[src/rtl/defines.sv]
// defines: shared types, opcode constants and register-use record for decode-side logic
package defines;

  typedef logic [31:0] instr_t;
  typedef logic [31:0] data_t;
  typedef logic [4:0]  r_t;

  localparam logic [6:0] OPC_LUI    = 7'b0110111;
  localparam logic [6:0] OPC_AUIPC  = 7'b0010111;
  localparam logic [6:0] OPC_JAL    = 7'b1101111;
  localparam logic [6:0] OPC_JALR   = 7'b1100111;
  localparam logic [6:0] OPC_LOAD   = 7'b0000011;
  localparam logic [6:0] OPC_OPIMM  = 7'b0010011;
  localparam logic [6:0] OPC_OP     = 7'b0110011;
  localparam logic [6:0] OPC_BRANCH = 7'b1100011;
  localparam logic [6:0] OPC_STORE  = 7'b0100011;

  typedef struct packed {
    logic uses_rs1;
    logic uses_rs2;
    logic writes_rd;
  } reg_use_t;

endpackage

[src/rtl/reg_use_decode.sv]
// reg_use_decode: opcode to register-operand usage (rs1/rs2 read, rd write)
module reg_use_decode
  import defines::*;
(
  input  instr_t   instr,
  output reg_use_t use_o
);

  logic [6:0] opc;
  logic       unused_bits;

  assign opc         = instr[6:0];
  assign unused_bits = ^instr[31:7];

  // operand classes by opcode; MISC-MEM, SYSTEM and unknown touch no registers
  always_comb begin
    use_o = '0;
    case (opc)
      OPC_LUI, OPC_AUIPC, OPC_JAL:     use_o = '{uses_rs1: 1'b0, uses_rs2: 1'b0, writes_rd: 1'b1};
      OPC_JALR, OPC_LOAD, OPC_OPIMM:   use_o = '{uses_rs1: 1'b1, uses_rs2: 1'b0, writes_rd: 1'b1};
      OPC_OP:                          use_o = '{uses_rs1: 1'b1, uses_rs2: 1'b1, writes_rd: 1'b1};
      OPC_BRANCH, OPC_STORE:           use_o = '{uses_rs1: 1'b1, uses_rs2: 1'b1, writes_rd: 1'b0};
      default:                         use_o = '0;
    endcase
  end

endmodule

[src/rtl/regfile_scheduler.sv]
// regfile_scheduler: long-op scoreboard, decode stall and fast/slow writeback port arbiter
module regfile_scheduler
  import defines::*;
#(
  parameter int NUM_REGS     = 32,
  parameter int STARVE_LIMIT = 3
) (
  input  logic   clk,
  input  logic   rst_n,
  input  instr_t instr,
  input  logic   dec_valid,
  input  logic   dec_long,
  output logic   dec_stall,
  input  logic   fast_valid,
  input  r_t     fast_addr,
  input  data_t  fast_data,
  input  logic   slow_valid,
  input  r_t     slow_addr,
  input  data_t  slow_data,
  output logic   slow_ready,
  output logic   wren,
  output r_t     waddr,
  output data_t  wd
);

  localparam int CW = $clog2(STARVE_LIMIT + 1);
  localparam logic [CW-1:0] LIM = CW'(STARVE_LIMIT);

  logic [NUM_REGS-1:0] pending_q, pending_d;
  logic [CW-1:0]       cnt_q, cnt_d;
  logic                starve_q, starve_d;
  reg_use_t            ru;
  r_t                  rs1, rs2, rd;
  logic                fast_win, hazard, issue;

  assign rs1 = instr[19:15];
  assign rs2 = instr[24:20];
  assign rd  = instr[11:7];

  reg_use_decode u_dec (.instr(instr), .use_o(ru));

  // write port mux: a real fast write always wins; fast to x0 frees the port for slow
  always_comb begin
    fast_win   = fast_valid && fast_addr != '0;
    slow_ready = !fast_win && slow_valid;
    wren       = fast_win || (slow_ready && slow_addr != '0);
    waddr      = fast_win ? fast_addr : slow_ready ? slow_addr : '0;
    wd         = fast_win ? fast_data : slow_ready ? slow_data : '0;
  end

  // hazard against registered pending only; bit 0 is never set so x0 never hazards
  always_comb begin
    hazard    = (pending_q[rs1] && ru.uses_rs1) || (pending_q[rs2] && ru.uses_rs2) ||
                (pending_q[rd] && ru.writes_rd);
    dec_stall = dec_valid && (hazard || starve_q);
    issue     = dec_valid && !dec_stall;
  end

  // scoreboard and starvation next-state; starve tracks the counter reaching the limit this edge
  always_comb begin
    pending_d = pending_q;
    if (slow_ready) pending_d[slow_addr] = 1'b0;
    if (issue && dec_long && ru.writes_rd && rd != '0) pending_d[rd] = 1'b1;
    pending_d[0] = 1'b0;
    cnt_d    = (slow_valid && !slow_ready) ? ((cnt_q == LIM) ? cnt_q : cnt_q + 1'b1) : '0;
    starve_d = cnt_d == LIM;
  end

  // state registers
  always_ff @(posedge clk or negedge rst_n)
    if (!rst_n) begin
      pending_q <= '0;
      cnt_q     <= '0;
      starve_q  <= 1'b0;
    end else begin
      pending_q <= pending_d;
      cnt_q     <= cnt_d;
      starve_q  <= starve_d;
    end

endmodule

[config.mk]
export PLATFORM = sky130hd
export DESIGN_NAME = regfile_scheduler
export DESIGN_NICKNAME = d
export VERILOG_FILES = /design/src/rtl/defines.sv /design/src/rtl/reg_use_decode.sv /design/src/rtl/regfile_scheduler.sv
export SDC_FILE = /design/constraint.sdc
export NUM_CORES = 1
export LEC_CHECK = 0
export CAP_MARGIN = 0
export CORE_UTILIZATION = 43
export DETAILED_ROUTE_END_ITERATION = 10
export HOLD_SLACK_MARGIN = 0.03
export PLACE_DENSITY = 0.8
export SYNTH_ARGS = -nofsm -noshare
export SYNTH_HDL_FRONTEND = slang
export SYNTH_SLANG_ARGS = --single-unit
[constraint.sdc]
create_clock -name clk -period 3.1 [get_ports clk]
set_input_delay 0.62 -clock clk [delete_from_list [all_inputs] [get_ports clk]]
set_output_delay 0.62 -clock clk [all_outputs]
set_load 0.02 [all_outputs]
==> impl_metrics.toml <==
[run_status]
status = "finished, final reports clean"

[route]
wl_mm = 13.14
vias = 4195
routed_via_density = 6.071
drcViolationCount = 0
wire_per_inst_um = 19.02
ant_nets = 0
firstDrtPassIters = 5
drt_iter0_drc = 333

[global_routing]
grt_max_degree = 35
grt_pass1_vias = 4087
grt-ovfl-total = 0
antenna_found_initial = 0
grt_pass1_wl_mm = 20.58
grt_usage_pct = 31.46

[cells_and_area]
nFillCells = 590
fin_nets = 703
diodes = 0
area_delta_synth_final_pct = 54.13
layout-drive-gt1-share_pct = 24.49

[yosys]
yosys_most_used_dff = "dfrtp_1"
netlist_area_um2 = 3377
yosysTopAreaCell = "dfrtp_1"
synth_commonest_cells = "nand2_1, nand3_1, o21ai_0"
synth_top_area_share_pct = 25.19
syn_nets = 542
synth_area_leaders = "dfrtp_1, nand2_1, nand3_1, mux4_2, o31ai_1"
synth_seq_cells = 34
synth_cells = 430
synth.avg_cell_area_um2 = 7.853
async_reset_ff_share_pct = 100.0
synth_edf_count = 0
ys_types = 53
ys_seq_area_share_pct = 25.19
synth.most_common_cell = "nand2_1"
ys.warnings.count = 0

[power]
leakagePower_uw = 0.002373
vdd_drop_max_v = 0.0001428
p_per_area_nw_per_um2 = 257.1

[sta]
finClkSkew_ns = 0.006882
slew_violations = 0
finalCritPeriodShare_pct = 99.09
fin_ws_ns = 0.02809
worstMarginPinSlew_ns = 0.4496
setup_violations = 0
timing.hold.ws_ns = 0.4613
fin_crit_ns = 3.072
max-slew-margin-rel_pct = 69.94
finalHoldViolations = 0
fmax_mhz = 325.5

[floorplanning]
coreArea_um2 = 7408
pin_count = 152
dieArea_um2 = 8212
die_w_um = 90.62
die_y_um = 90.62
initial_utilization_pct = 45.58
row_count = 31

[clock_tree]
clkSinkCount = 34
ctsHtreeMaxLevel = 2
worstSkewPairLatency_ns = 0.30
cts_inserted_buffers = 5
cts-root-buf = "clkbuf_8"
clkSlewWorstSetupHoldPaths_ns = 0.07
cts_tree = "done"
cts_buffer_depth = 2

[job]
drv_cap = 0

[setup_path]
critical_path_arrival_ns = 2.45
crit_fanout = 5
crit_path_end_kind = "output pin"
cp.required_ns = 2.48
worst-setup-path-type = "input pin to output pin"
worst_setup_path_start_kind = "input pin"

[placed_design]
dp_slack_ns = -0.6123
hpwl_mm = 9.660
port_buffers = 141
gp_congestion = 1.001

[hold_path]
hold_class = "flip-flop to flip-flop"
power by group:
part	internal, µW	leakage, µW	switching (µW)
Clock	158	0.0000441	185
Sequential	453	0.000472	12.7
Combinational	274	0.00186	256
Total	885	0.00237	453
what timing repair did:
item,4_1_cts,5_1_grt
setup buffers,1,5
pin swaps,1,8
hold buffers,0,0
cloned,1,3
endpoints found under the hold margin,0,0
gates resized for setup,137,60
endpoints found under the setup margin,40,38
per-stage QoR:
step	cells	util (%)	power [µW]	setup TNS [ns]	instance area (µm²)
global placement	674	68.37	994.1	-12.03	5065
finish	691	70.26	1338	0	5205
global route	691	70.26	1396	-0.07348	5205
detailed placement	674	68.37	1005	-13.44	5065
CTS	684	69.41	1328	-0.2308	5142
floorplan	430	-	701.2	0	3377
state kept, by name, indices dropped and copies added, names as in the netlist:
name       count
cnt_q          2
starve_q       1
pending_q     31
cells by family (layout without fill, tap and decap cells):
family / after synthesis / count (layout) / synth area share (%)
simple gates: 222 / 222 / 33.42
compound gates: 96 / 96 / 19.04
buf+inv: 45 / 207 / 7.521
flops: 34 / 34 / 25.19
mux: 33 / 33 / 14.82
metal layers:
metal	wire length [µm]	track usage (%)	vias to the layer above	part of all wire (%)
met5	0	0	-	0
met4	315	10.35	0	2.4
met3	1317	6.397	32	10
met2	6507	53.09	278	50
met1	5001	39.99	1985	38
li1	-	-	1900	-
layout make-up:
cell class                      instances  area [µm²]  area share [%]
Multi-Input combinational cell        351        2318           44.54
Tap cell                               99       123.9           2.380
Clock inverter                          3       21.27          0.4087
Timing Repair Buffer                  196        1810           34.78
Clock buffer                            5       68.82           1.322
Inverter                                3       11.26          0.2163
Sequential cell                        34       850.8           16.35
placed cells by master (no fill, tap or decap), types with 3 or more instances in the layout:
cell / synthesis / layout
dfrtp_1: 34 / 34
nand3b_1: 25 / 25
buf_12: 0 / 5
nand2b_1: 4 / 4
inv_1: 3 / 3
buf_4: 2 / 45
o31ai_1: 32 / 32
buf_2: 8 / 31
dlymetal6s2s_1: 0 / 14
clkdlybuf4s50_1: 0 / 87
clkbuf_8: 3 / 5
nor2_1: 30 / 30
nand3_1: 53 / 53
o31ai_2: 3 / 3
mux4_2: 11 / 11
nor2b_1: 4 / 4
mux2_2: 13 / 13
o21ai_0: 37 / 35
nand2_1: 81 / 81
o22ai_1: 7 / 7
buf_6: 5 / 7
mux2i_1: 8 / 7
worst paths after layout:
path                                                end               startpoint  slack, ns  cells after the start
worst max-delay path                           waddr[2]             fast_addr[2]       0.03                      6
worst min-delay path                 cnt_q[0]$_DFF_PN0_       cnt_q[0]$_DFF_PN0_       0.46                      1
worst max register to register  pending_q[28]$_DFF_PN0_  pending_q[23]$_DFF_PN0_       0.84                      7
worst min register to register       cnt_q[0]$_DFF_PN0_       cnt_q[0]$_DFF_PN0_       0.46                      1
max in group asynchronous       pending_q[31]$_DFF_PN0_                    rst_n       2.05                      2
min in group asynchronous       pending_q[16]$_DFF_PN0_                    rst_n       0.72                      2
worst max-delay path, stage by stage:
cell and delay [ns]:
clkdlybuf4s50_1 0.45, or4_4 0.46, o21ai_4 0.31, and2_4 0.22, a22o_1 0.13, clkdlybuf4s15_2 0.26
(Power assumes the default switching activity.)
